## src/rtl/fos_out_requant.sv

```systemverilog
// Output requantiser for the first-order IIR section: round-half-up, shift,
// saturate to OUT_W, then buffer in a first-word-fall-through FIFO with stats.
module fos_out_requant #(
  parameter int IN_W  = 32,
  parameter int OUT_W = 16,
  parameter int SHIFT = 10,
  parameter int DEPTH = 4
) (
  input  logic                      clk,
  input  logic                      reset,
  input  logic signed [IN_W-1:0]    y_in,
  input  logic                      y_valid,
  output logic signed [OUT_W-1:0]   out_data,
  output logic                      out_valid,
  input  logic                      out_ready,
  input  logic                      clr_stats,
  output logic [$clog2(DEPTH):0]    fifo_level,
  output logic [15:0]               sat_count,
  output logic [15:0]               drop_count
);

  localparam int Q_W   = IN_W + 1;
  localparam int PTR_W = $clog2(DEPTH);
  localparam int LVL_W = PTR_W + 1;

  localparam logic signed [Q_W-1:0]   HALF    = Q_W'(1) << (SHIFT - 1);
  localparam logic signed [Q_W-1:0]   Q_MAX   = {{(Q_W-OUT_W+1){1'b0}}, {(OUT_W-1){1'b1}}};
  localparam logic signed [Q_W-1:0]   Q_MIN   = {{(Q_W-OUT_W+1){1'b1}}, {(OUT_W-1){1'b0}}};
  localparam logic signed [OUT_W-1:0] OUT_MAX = {1'b0, {(OUT_W-1){1'b1}}};
  localparam logic signed [OUT_W-1:0] OUT_MIN = {1'b1, {(OUT_W-1){1'b0}}};

  if (SHIFT < 1 || DEPTH < 2 || (DEPTH & (DEPTH - 1)) != 0) begin : g_param_check
    $error("fos_out_requant: SHIFT must be >= 1 and DEPTH a power of two >= 2");
  end

  // One extra bit of headroom so adding the rounding half never wraps.
  logic signed [Q_W-1:0] w_sum;
  logic signed [Q_W-1:0] w_q;
  assign w_sum = $signed({y_in[IN_W-1], y_in}) + HALF;
  assign w_q   = w_sum >>> SHIFT;

  logic                  r_s1_valid;
  logic signed [Q_W-1:0] r_s1_q;

  always_ff @(posedge clk or negedge reset) begin
    if (!reset) begin
      r_s1_valid <= 1'b0;
      r_s1_q     <= '0;
    end else begin
      r_s1_valid <= y_valid;
      if (y_valid) r_s1_q <= w_q;
    end
  end

  logic w_hi;
  logic w_lo;
  assign w_hi = (r_s1_q > Q_MAX);
  assign w_lo = (r_s1_q < Q_MIN);

  logic                    r_s2_valid;
  logic                    r_s2_clip;
  logic signed [OUT_W-1:0] r_s2_data;

  always_ff @(posedge clk or negedge reset) begin
    if (!reset) begin
      r_s2_valid <= 1'b0;
      r_s2_clip  <= 1'b0;
      r_s2_data  <= '0;
    end else begin
      r_s2_valid <= r_s1_valid;
      if (r_s1_valid) begin
        r_s2_clip <= w_hi | w_lo;
        r_s2_data <= w_hi ? OUT_MAX : (w_lo ? OUT_MIN : r_s1_q[OUT_W-1:0]);
      end
    end
  end

  // Sink handshake: an entry transfers on any edge where out_valid and
  // out_ready are both high; while out_valid=1 and out_ready=0 the head holds.
  logic [OUT_W-1:0] r_mem [DEPTH];
  logic [PTR_W-1:0] r_wr_ptr;
  logic [PTR_W-1:0] r_rd_ptr;
  logic [LVL_W-1:0] r_level;
  logic             w_full;
  logic             w_pop;
  logic             w_push;
  logic             w_drop;

  assign w_full = (r_level == LVL_W'(DEPTH));
  assign w_pop  = out_valid & out_ready;
  assign w_push = r_s2_valid & (~w_full | w_pop);
  assign w_drop = r_s2_valid & w_full & ~w_pop;

  always_ff @(posedge clk) begin
    if (w_push) r_mem[r_wr_ptr] <= r_s2_data;
  end

  always_ff @(posedge clk or negedge reset) begin
    if (!reset) begin
      r_wr_ptr <= '0;
      r_rd_ptr <= '0;
      r_level  <= '0;
    end else begin
      if (w_push) r_wr_ptr <= r_wr_ptr + PTR_W'(1);
      if (w_pop)  r_rd_ptr <= r_rd_ptr + PTR_W'(1);
      case ({w_push, w_pop})
        2'b10:   r_level <= r_level + LVL_W'(1);
        2'b01:   r_level <= r_level - LVL_W'(1);
        default: r_level <= r_level;
      endcase
    end
  end

  assign out_valid  = (r_level != '0);
  assign out_data   = out_valid ? r_mem[r_rd_ptr] : '0;
  assign fifo_level = r_level;

  // Clear takes priority over a coincident increment.
  logic [15:0] r_sat_count;
  logic [15:0] r_drop_count;

  always_ff @(posedge clk or negedge reset) begin
    if (!reset) begin
      r_sat_count  <= '0;
      r_drop_count <= '0;
    end else if (clr_stats) begin
      r_sat_count  <= '0;
      r_drop_count <= '0;
    end else begin
      if (r_s2_valid && r_s2_clip && r_sat_count != 16'hFFFF)
        r_sat_count <= r_sat_count + 16'd1;
      if (w_drop && r_drop_count != 16'hFFFF)
        r_drop_count <= r_drop_count + 16'd1;
    end
  end

  assign sat_count  = r_sat_count;
  assign drop_count = r_drop_count;

endmodule

```

## config.mk

```make
export PLATFORM = sky130hd
export DESIGN_NAME = fos_out_requant
export DESIGN_NICKNAME = d
export VERILOG_FILES = /design/src/rtl/fos_out_requant.sv
export SDC_FILE = /design/constraint.sdc
export NUM_CORES = 1
export LEC_CHECK = 0
export BUFFER_PORTS_ARGS = -buffer_cell sky130_fd_sc_hd__buf_2
export CAP_MARGIN = 20
export CORE_ASPECT_RATIO = 0.5
export CORE_UTILIZATION = 45
export CTS_CLUSTER_DIAMETER = 200
export DETAILED_ROUTE_END_ITERATION = 16
export MAX_ROUTING_LAYER = met4
export PLACE_DENSITY_LB_ADDON = 0.2
export SLEW_MARGIN = 20
export SYNTH_ARGS = -nofsm -noshare
export SYNTH_HDL_FRONTEND = slang
export SYNTH_SLANG_ARGS = --single-unit
```

## constraint.sdc

```tcl
create_clock -name clk -period 2.21 [get_ports clk]
set_clock_uncertainty 0.15 [all_clocks]
set_input_delay 0.1105 -clock clk [delete_from_list [all_inputs] [get_ports clk]]
set_output_delay 0.1105 -clock clk [all_outputs]
set_load 0.005 [all_outputs]
```

=== After elaboration in Yosys (flattened, before gate mapping) ===
Memory sizes are Yosys's and may differ from the RTL's.
Cells that the tools add are included.

* Register bits after elaboration: 81
* Bits in writable memories: 64
* Input bits: 37
* Output and inout port bits: 52
* Logic and storage cells: 50
* Memories kept: 1

{| class="wikitable"
|+ Memory list
! memory !! depth !! width !! rd ports !! clocked after Yosys merged registers in !! wr ports !! line !! source
|-
| r_mem || 4 || 16 || 1 || 0 || 1 || 80 || <nowiki>logic [OUT_W-1:0] r_mem [DEPTH];</nowiki>
|}

* $add $sub $neg: 7
* Order comparisons: 2
* Eq/ne operators: 5
* Mux-type cells: 10
* Bitwise logic cells: 8
* Reductions and logical operators: 7

{| class="wikitable"
|+ Operator list
! kind !! count
|-
| $mux 16 || 7
|-
| $add 32x11->33 const B || 1
|-
| $add 16x1->16 const B || 2
|-
| $ne 16x16->1 const B || 2
|-
| $gt 23x16->1 const B || 1
|-
| $lt 23x16->1 const B || 1
|-
| $pmux 3 s2 || 1
|-
| $reduce_bool 2->1 || 3
|-
| $add 2x1->2 const B || 2
|-
| $and 1x1->1 || 4
|-
| $add 3x1->3 const B || 1
|-
| $eq 3x3->1 const B || 1
|-
| $logic_and 1x1->1 || 3
|-
| $reduce_bool 3->1 || 1
|-
| $sub 3x1->3 const B || 1
|-
| $eq 2x1->1 const B || 1
|-
| $eq 2x2->1 const B || 1
|-
| $mux 1 || 2
|-
| $not 1->1 || 2
|-
| $or 1x1->1 || 2
|}

=== Logic depth before layout (Yosys ltp) ===
Gate-level depths: netlist of the first run.

* Depth after elaboration: 7
* Mapped depth: 10
* Depth with buffers taken out: 9

=== Worst setup path after synthesis of the first run ===
OpenSTA, ideal clock, no wires.

* Path type: register -> register
* From: register r_level[0], in the netlist fifo_level[0]
* To: register r_level[2], in the netlist fifo_level[2]
* Setup time: 0.079 ns
* Data arrival time: 2.102 ns
* Slack: -0.121 ns
* Cell stages (with the launch flop): 11
* Clock period less this slack: 2.331 ns
* Path through: dfrtp_1 -> nor4b_2 -> nor2b_1 -> clkbuf_1 -> inv_1 -> ha_1 -> inv_1 -> fa_1 -> xor2_1 -> nor2_1 -> xor2_1

* Longest elaborated chain between the ends: 6

{| class="wikitable"
|+ RTL lines
! element !! line !! source
|-
| from (decl) || 83 || <nowiki>logic [LVL_W-1:0] r_level;</nowiki>
|-
| from (signal assigned) || 107 || <nowiki>2'b10: r_level <= r_level + LVL_W'(1);</nowiki>
|-
| from (signal assigned) || 108 || <nowiki>2'b01: r_level <= r_level - LVL_W'(1);</nowiki>
|-
| from (signal assigned) || 109 || <nowiki>default: r_level <= r_level;</nowiki>
|-
| $reduce_bool 3->1 or $eq 3x3->1 (tied branches) || 114, 89 ||
|-
| $and 1x1->1 or $not 1->1 (tied branches) || 90, 91 ||
|-
| $or 1x1->1 || 91 || <nowiki>assign w_push = r_s2_valid & (~w_full | w_pop);</nowiki>
|-
| $and 1x1->1 || 91 ||
|-
| $eq 2x1->1 or $eq 2x2->1 (tied branches) || 106 || <nowiki>case ({w_push, w_pop})</nowiki>
|-
| $pmux 3 s2 or $reduce_bool 2->1 (tied branches) || n/a ||
|}

Parallel ways exist; a longest one is shown, timed or not.
A chain may end at the register's enable or synchronous reset.

=== Worst setup path in the final report of the first run ===
* From: input port y_in[9]
* To: register r_s1_q[21]

* Longest elaborated chain between the ends: 1

{| class="wikitable"
|+ RTL lines
! element !! line !! source
|-
| from (decl) || 11 || <nowiki>input logic signed [IN_W-1:0] y_in,</nowiki>
|-
| $add 32x11->33 || 39 || <nowiki>assign w_sum = $signed({y_in[IN_W-1], y_in}) + HALF;</nowiki>
|-
| to (signal assigned) || 51 || <nowiki>if (y_valid) r_s1_q <= w_q;</nowiki>
|-
| to (decl) || 43 || <nowiki>logic signed [Q_W-1:0] r_s1_q;</nowiki>
|}

Every way passes these cells.

==> out/metrics.cfg, run 1 <==
[setup_path]
start_kind = input port
r2r_cells = 8
crit_path_start = y_in[9]
arrival_ps = 2300
cp_max_fo = 5
r2r_start = fifo_level[1]
cp-end-kind = register
crit_type = input port to register
rr_endpoint = fifo_level[2]
worstPathRequired_ps = 2410
crit_end = r_s1_q[21]
rrSetupSlack_ps = 140

[clock_tree]
clock_sinks = 145
cts_root_buffer = clkbuf_16
clkLatencyLatePin_ps = 410
htree_num_levels = 4
cts-buffers-inserted = 17
path_clk_slew_ps = 60
cts_tree = done
clk_path_buf_depth = 2

[timing]
period_share_pct = 95.31
fin_crit_ps = 2106
max_freq_mhz = 474.7
slew-limit-headroom_pct = 45.75
final-setup-viol-count = 0
finalSetupTns_ps = 0
max_slew.worst_pin.slew_ps = 813.8
rsz0062_at_grt = no
finalHoldViolCount = 0
setup_ws_ps = 103.6
slew_violations = 0

[global_route]
grt_util_met1_pct = 26.33
use_met2_pct = 34.30
grtUsageTotal_pct = 20.93
grtUsageMet3_pct = 4.983
top_usage_layer = met2
gr-total-overflow = 0
grt_pass1_vias = 4717
grt_start_max_net_pins = 40
grt_pass1_wl_mm = 23.90
antenna_found_initial = 0

[yosys]
async_reset_ff_share_pct = 55.86
syn_nets = 607
ys_ff_latch = 145
yosysUniqueCellTypes = 45
synth_edf_count = 64
ys_top_cells_by_area = dfrtp_1 30%, edfxtp_1 29%, mux4_2 5.4%, a21oi_1 3.6%, nor2_1 3.1%
postSynthCellCount = 561
synth_area_leader_cell = dfrtp_1
syn_area_sq_mm = 0.006690
synth.top_cell.area_share_pct = 30.30
yosys_warnings = 0
yosysSeqAreaShare_pct = 59.02
synth_flop_cell = dfrtp_1
avgSynthCellArea_sq_um = 11.93

[run]
drv_cap = 0

[detailed_routing]
vias_per_cell = 5.379
routedWlPerCell_um = 15.76
dr.pass1.iters = 5
drtIter0Drc = 209
ant_nets = 0
routed_wl_mm = 14.37
num_vias = 4906
drc = 0

[place]
dp_hpwl_mm = 9.489
placed_cells = 842
dp_worst_setup_slack_ps = 26.81
port_buffers = 79
gp_congestion = 0.7966

[layout]
drive_gt1_share_pct = 25.07
layout_common_cells = 81 x dfrtp_1, 78 x buf_2, 64 x edfxtp_1, 55 x nor2_1, 48 x a21oi_1
n_fill_cell = 1222
areaGrowthSynthToFinish_pct = 26.80
layout_commonest_cell = dfrtp_1
final_cell_count_no_fill = 912
nets = 748
num_antenna_cells = 0

[die]
core-area_sq_mm = 0.01451
die_w_um = 174.4
pin_count = 89
die_y_um = 88.22
die-area_sq_mm = 0.01539
row_count = 31
start_util_pct = 46.12

[power_and_ir_drop]
power.leakage_nw = 3.351
ir_worst_vdd_v = 0.0004913
power_w = 0.008264
power_density_mw_per_mm2 = 974.1

[run_status]
status = completed

[hold_path]
hold_path.class = input port to register

==> state kept, by name (all words and copies together), names as in the netlist <==
register    count
r_s1_valid      1
sat_count      16
r_wr_ptr        2
r_mem          64
r_rd_ptr        2
r_s1_q         23
r_s2_valid      1
r_s2_clip       1
drop_count     16
r_s2_data      16
fifo_level      3
==> per-stage QoR <==
step	instance area, sq um	hold WS (ps)	utilization [%]
floorplan	6705	-335.1	-
global placement	7487	-159.9	51.61
detailed placement	7487	-165.2	51.61
CTS	8458	0.5400	58.31
global route	8483	24.22	58.48
finish	8483	9.433	58.48
==> cells in the mapped netlist (all sizes together), types with 2 or more instances <==
| cell type | n |
|---|---|
| xor2 | 7 |
| and4 | 5 |
| a21oi | 48 |
| mux4 | 16 |
| and2 | 24 |
| nor4 | 7 |
| nand3 | 19 |
| buf | 4 |
| a211oi | 4 |
| edfxtp | 64 |
| clkbuf | 19 |
| dfrtp | 81 |
| nand2 | 38 |
| and3 | 7 |
| inv | 17 |
| nor4b | 2 |
| a31oi | 9 |
| or4 | 15 |
| nor2b | 14 |
| nor3 | 8 |
| o41ai | 3 |
| nand4 | 18 |
| o31ai | 11 |
| nor2 | 55 |
| or3 | 9 |
| a21o | 2 |
| xnor2 | 13 |
| ha | 8 |
| o21ai | 9 |
| mux2i | 4 |
| mux2 | 13 |
==> how the worst min path moves through the flow <==
stage / start / to / slack [ps] / cells past startpoint
after floorplan: reset / drop_count[0] / -340 / 0
after global placement: reset / r_s2_data[1] / -160 / 1
after detailed placement: reset / r_s2_data[1] / -170 / 1
after CTS: y_in[14] / r_s1_q[7] / 0.5 / 4
after global routing: y_in[15] / r_s1_q[6] / 20 / 5
final: y_in[14] / r_s1_q[7] / 9 / 4
==> kinds of logic after synthesis <==
logic type	Yosys count	synth area share [%]
AOI/OAI and AO/OA	91	8.023
xor gates and xnor gates	20	2.618
adders and majority gates	9	1.795
buffers and inverters	40	2.300
DFF	145	59.02
muxes	33	8.173
and+or+nand+nor	223	18.07
==> what timing repair did <==
| item | in CTS | in global routing |
|---|---|---|
| resized for setup | 0 | 4 |
| hold buffers | 37 | 0 |
| buffers inserted | 0 | 2 |
| hold endpoints to repair | 113 | 0 |
| endpoints found under the setup margin | 0 | 70 |
==> critical path, stage by stage <==
cell	delay, ps
buf_2	90
ha_1	240
nand4_1	260
or3_2	530
or3_1	360
a31oi_1	150
dlygate4sd3_1	560
==> layout make-up <==
type,count,area (sq um),share of cell area (%)
sequential,145,3949,46.55
multi-input combinational,376,2611,30.78
timing repair buffer,145,1011,11.92
clock buffer,18,429.2,5.059
tap,198,247.7,2.920
clock inverter,13,171.4,2.021
inverter,17,63.81,0.7522
==> power breakdown <==
part	leakage, nW	switching [W]	total [W]	internal (W)
clock network	0.291	0.00118	0.00297	0.00180
registers	1.55	0.000194	0.00345	0.00326
logic	1.51	0.000879	0.00184	0.000961
==> per-layer routing <==
layer | wire length [um] | part of all wire, % | vias to the layer above
li1 | - | - | 2367
met1 | 6889 | 48 | 2439
met2 | 6742 | 47 | 88
met3 | 596 | 4.1 | 12
met4 | 141 | 0.98 | 0
met5 | 0 | 0 | -
No activity file was read; power rests on OpenSTA's default activity.
==> inputs of run 2 (changes only) <==
--- a/config.mk
+++ b/config.mk
@@ -13,6 +13,7 @@
 export DETAILED_ROUTE_END_ITERATION = 16
 export MAX_ROUTING_LAYER = met4
 export PLACE_DENSITY_LB_ADDON = 0.2
+export REMOVE_ABC_BUFFERS = 1
 export SLEW_MARGIN = 20
 export SYNTH_ARGS = -nofsm -noshare
 export SYNTH_HDL_FRONTEND = slang
==> run 2 against run 1 <==
The run now ends with design-rule violations left. Sequential cell count is the same. Count of clock-buffer cells in the layout is the same. Cell area rose by 0.37%. Hold slack better by 20 ps. Clock power down 1%. Largest power group unchanged. Highest routed layer unchanged. Final cell count is 0.22% higher. First-iteration DRC count up 39%. Non-clock buffer count grew 1. Critical endpoint is now drop_count[9].
==> out/metrics.cfg, run 2 (synthesis results as in run 1) <==
[setup_path]
slowest_stage = dfrtp_2
r2r_cells = 6
rr_endpoint = drop_count[9]
cp-end-kind = register
cp_max_fo = 9
crit_top_cell = buf_4
slowest_delay_ps = 420
arrival_ps = 2320
worst-path-buf-inv = 2
worstPathRequired_ps = 2360
path_cells = nor4b_4 -> buf_4 -> buf_4 -> nand3_2 -> a211oi_1 -> mux2_2
r2r_start = fifo_level[0]
rrSetupSlack_ps = 40
critPathTopFamily = simple AND/OR/NAND/NOR gates
start_kind = register
crit_type = register to register

[run_status]
failed_checks = design-rule violations
status = finished, violations left

[place]
dp_hpwl_mm = 9.330
placed_cells = 841
port_buffers = 79
dp_worst_setup_slack_ps = -48.81
gp_congestion = 0.7933

[timing]
slew-limit-headroom_pct = 36.89
fin_crit_ps = 2169
rsz0062_at_grt = yes
final-setup-viol-count = 0
max_slew.worst_pin.slew_ps = 943.6
max_freq_mhz = 461.0
period_share_pct = 98.15
slew_violations = 0
finalHoldViolCount = 0
setup_ws_ps = 40.92

[die]
row_count = 31
start_util_pct = 46.12
pin_count = 89
die_y_um = 88.22
die-area_sq_mm = 0.01539
core-area_sq_mm = 0.01451
die_w_um = 174.4

[hold_path]
whs_endpoint = r_s1_q[10]
hp-start = y_in[18]
hold_path.class = input port to register
min_path_cells = 5

[detailed_routing]
drc = 2
routedWlPerCell_um = 16.03
num_vias = 4864
drtIter0Drc = 291
routed_wl_mm = 14.65
ant_nets = 0
vias_per_cell = 5.322
dr.pass1.iters = 11

[layout]
areaGrowthSynthToFinish_pct = 27.27
num_antenna_cells = 0
nets = 749
final_cell_count_no_fill = 914
largest_reg_flops = 64
layout_commonest_cell = dfrtp_1
max_flop_register = r_mem
layout_common_cells = 79 x dfrtp_1, 78 x buf_2, 64 x edfxtp_1, 53 x nor2_1, 46 x a21oi_1
drive_gt1_share_pct = 27.09
reg_top3 = r_mem: 64 flops, r_s1_q: 23 flops
n_fill_cell = 1215

[clock_tree]
cts-buffers-inserted = 17
htree_num_levels = 4
clock_sinks = 145
cts_root_buffer = clkbuf_16
clkLatencyLatePin_ps = 410
path_clk_slew_ps = 70
clk_path_buf_depth = 2
cts_tree = done

[global_route]
grt_start_max_net_pins = 62
grt_pass1_wl_mm = 23.44
grt_pass1_vias = 4629
antenna_found_initial = 0
grtUsageTotal_pct = 20.35
gr-total-overflow = 0

[power_and_ir_drop]
power.leakage_nw = 3.357
ir_worst_vdd_v = 0.0004649
power_density_mw_per_mm2 = 971.3

[run]
drv_cap = 0

==> run 2: changes by cell type in the layout (fill, tap and decap cells not counted), sizes merged <==
cell         change
dlygate4sd3      -2
inv              +1
buf              +3
bufinv           -1
clkinvlp         +1
==> run 2: worst min-delay path, cell delays in order <==
cell and delay (ps):
buf_2 130, nand2_1 60, nor4_1 50, xnor2_1 130, a21oi_1 60
==> run 2: power breakdown <==
group	internal (W)	switching [W]	leakage [nW]
Sequential	0.00326	0.000216	1.55
Clock	0.00171	0.00122	0.287
Combinational	0.000983	0.000878	1.52
==> run 2: cell type report <==
| cell class | instances | area (sq um) | share of cell area [%] |
|---|---|---|---|
| sequential | 145 | 3951 | 46.41 |
| multi-input combinational | 376 | 2641 | 31.02 |
| timing repair buffer | 146 | 1013 | 11.90 |
| clock buffer | 18 | 429.2 | 5.040 |
| tap | 198 | 247.7 | 2.910 |
| clock inverter | 14 | 167.7 | 1.969 |
| inverter | 17 | 63.81 | 0.7494 |
==> run 2: timing repair <==
item / 4_1_cts / 5_1_grt
endpoints found under the setup margin: 37 / 73
resized for setup: 7 / 10
buffers inserted: 3 / 3
hold buffers: 35 / 0
endpoints found under the hold margin: 111 / 0
pin swaps: 5 / 10
==> run 2: worst max-delay path by stage <==
| stage | cells after the start | end | from |
|---|---|---|---|
| 5_1_grt | 9 | fifo_level[2] | fifo_level[0] |
| 6_report | 6 | drop_count[9] | fifo_level[0] |
| 2_1_floorplan | 9 | fifo_level[2] | fifo_level[0] |
| 3_5_place_dp | 9 | fifo_level[2] | fifo_level[0] |
| 3_3_place_gp | 5 | drop_count[9] | fifo_level[0] |
| 4_1_cts | 9 | fifo_level[2] | fifo_level[0] |
==> run 2: per-stage QoR <==
| step | power (W) | area (sq um) | TNS, ps | utilization [%] | hold slack [ps] |
|---|---|---|---|---|---|
| 2_1_floorplan | 0.004513 | 6600 | -81.60 | - | -335.1 |
| 4_1_cts | 0.008352 | 8458 | -14.28 | 58.31 | 0.2396 |
| 5_1_grt | 0.008692 | 8514 | -206.3 | 58.69 | 47.00 |
| 3_3_place_gp | 0.005237 | 7466 | 0 | 51.47 | -124.6 |
| 6_report | 0.008270 | 8514 | 0 | 58.69 | 29.02 |
| 3_5_place_dp | 0.005296 | 7466 | -51.95 | 51.47 | -123.4 |
==> run 2: layer usage <==
| layer | vias to the layer above | track usage, % | part of all wire, % |
|---|---|---|---|
| met3 | 7 | 3.651 | 3.2 |
| li1 | 2368 | - | - |
| met1 | 2405 | 25.92 | 47 |
| met2 | 84 | 34.23 | 50 |
| met4 | 0 | 5.183 | 0.61 |
| met5 | - | - | 0 |
==> inputs of run 3 (changes only) <==
==> constraint.sdc (replaced) <==
create_clock -name clk -period 2.3 [get_ports clk]
set_clock_uncertainty 0.15 [all_clocks]
set_input_delay 0.115 -clock clk [delete_from_list [all_inputs] [get_ports clk]]
set_output_delay 0.115 -clock clk [all_outputs]
set_load 0.005 [all_outputs]
==> run 3 against run 2 <==
The flow now finishes without violations. Hold slack worse by 9.7 ps. Die area unchanged. Sequential share of layout area grew 0.41 points. Clock power shrank 2%. Setup slack improved by 95 ps. First-iteration DRC count fell by 10%. Cell area fell by 0.91%. Total power is 3.8% lower. Final cell count decreased by 0.77%. Largest cell class unchanged. Highest routed layer unchanged.
==> out/metrics.cfg, run 3 (synthesis results as in run 1) <==
[setup_path]
slowest_delay_ps = 550
start_kind = input port
worst-path-buf-inv = 4
arrival_ps = 2320
cp_max_fo = 4
path_cells = dlygate4sd3_1 -> buf_2 -> and3_1 -> nor4b_2 -> buf_4 -> mux2i_1 -> a211o_1 -> dlygate4sd3_1
cp-end-kind = register
crit_top_cell = dlygate4sd3_1
crit_type = input port to register
critPathTopFamily = buffers and inverters
slowest_stage = dlygate4sd3_1
worstPathRequired_ps = 2460

[timing]
finalHoldViolCount = 0
holdWs_ps = 19.31
slew-limit-headroom_pct = 62.38
finalSetupTns_ps = 0
setup_ws_ps = 135.7
period_share_pct = 94.10
fin_crit_ps = 2164
final-setup-viol-count = 0
max_slew.worst_pin.slew_ps = 562.2
slew_violations = 0
max_freq_mhz = 462.0
rsz0062_at_grt = yes

[detailed_routing]
dr.pass1.iters = 5
routedWlPerCell_um = 15.90
drtIter0Drc = 262
routed_wl_mm = 14.42
ant_nets = 0
vias_per_cell = 5.387
drc = 0
num_vias = 4886

[global_route]
grt_pass1_vias = 4597
gr-total-overflow = 0
grt_start_max_net_pins = 45
grtUsageTotal_pct = 20.54
antenna_found_initial = 0
grt_pass1_wl_mm = 23.40

[die]
pin_count = 89
core-area_sq_mm = 0.01451
die_y_um = 88.22
start_util_pct = 46.12
die-area_sq_mm = 0.01539
row_count = 31
die_w_um = 174.4

[clock_tree]
cts-buffers-inserted = 17
clock_sinks = 145
cts_tree = done
htree_num_levels = 4
clk_path_buf_depth = 2
path_clk_slew_ps = 70
clkLatencyLatePin_ps = 420
cts_root_buffer = clkbuf_16

[layout]
layout_commonest_cell = dfrtp_1
num_antenna_cells = 0
nets = 742
largest_reg_flops = 64
reg_top3 = r_mem: 64 flops, r_s1_q: 23 flops
drive_gt1_share_pct = 25.11
final_area_sq_mm = 0.008437
areaGrowthSynthToFinish_pct = 26.11
layout_common_cells = 80 x dfrtp_1, 78 x buf_2, 64 x edfxtp_1, 55 x nor2_1, 48 x a21oi_1
max_flop_register = r_mem

[hold_path]
hold_path.class = input port to asynchronous set/reset pin

[place]
port_buffers = 79
dp_worst_setup_slack_ps = 37.89
gp_congestion = 0.8048
dp_hpwl_mm = 9.152
dpl-instance-area_sq_mm = 0.007466

[power_and_ir_drop]
ir_worst_vdd_v = 0.0004028
power.leakage_nw = 3.340
power_density_mw_per_mm2 = 943.0

[run_status]
status = completed

[run]
drv_cap = 0

[run 3: layout make-up]
cell class                 count  area [sq um]
clock inverter                15         187.7
timing repair buffer         139         955.9
multi-input combinational    376          2606
tap                          198         247.7
fill                        1246          6070
sequential                   145          3950
clock buffer                  17         425.4
inverter                      17         63.81
[run 3: routing by layer]
layer | wire, um | vias up | part of all wire [%] | global-route usage (%)
met5 | 0 | - | 0 | -
met4 | 170 | 0 | 1.2 | 7.895
met3 | 474 | 17 | 3.3 | 3.522
met2 | 6985 | 102 | 48 | 33.54
met1 | 6787 | 2407 | 47 | 26.11
li1 | - | 2360 | - | -
[run 3: path summary, 6_finish.rpt]
check,endpoint,depth (start not counted),startpoint,slack (ps)
worst max-delay path,r_s1_q[19],8,y_in[24],140
worst min-delay path,r_s2_data[11],2,reset,20
worst max register to register,drop_count[6],5,fifo_level[0],150
worst min register to register,fifo_level[2],1,fifo_level[2],360
max in group asynchronous,r_s1_q[16],3,reset,1300
min in group clk,sat_count[15],2,clr_stats,20
[run 3: metrics by stage]
stage,util (%),total power (W),cells
after floorplan,-,0.004337,538
after global placement,51.47,0.005061,841
after global routing,58.16,0.008370,907
after CTS,57.97,0.008032,906
after detailed placement,51.47,0.005092,841
final,58.16,0.007956,907
[run 3: repair_timing]
| item | in CTS | in global routing |
|---|---|---|
| gates resized for setup | 0 | 5 |
| endpoints found under the hold margin | 106 | 0 |
| setup buffers | 0 | 1 |
| hold buffers | 33 | 0 |
| endpoints found under the setup margin | 0 | 8 |
[run 3: power breakdown]
| part | total [W] | internal [W] | switching, W |
|---|---|---|---|
| registers | 0.00331 | 0.00313 | 0.000186 |
| logic | 0.00177 | 0.000919 | 0.000846 |
| clock network | 0.00288 | 0.00166 | 0.00122 |
| total | 0.00796 | 0.00571 | 0.00225 |
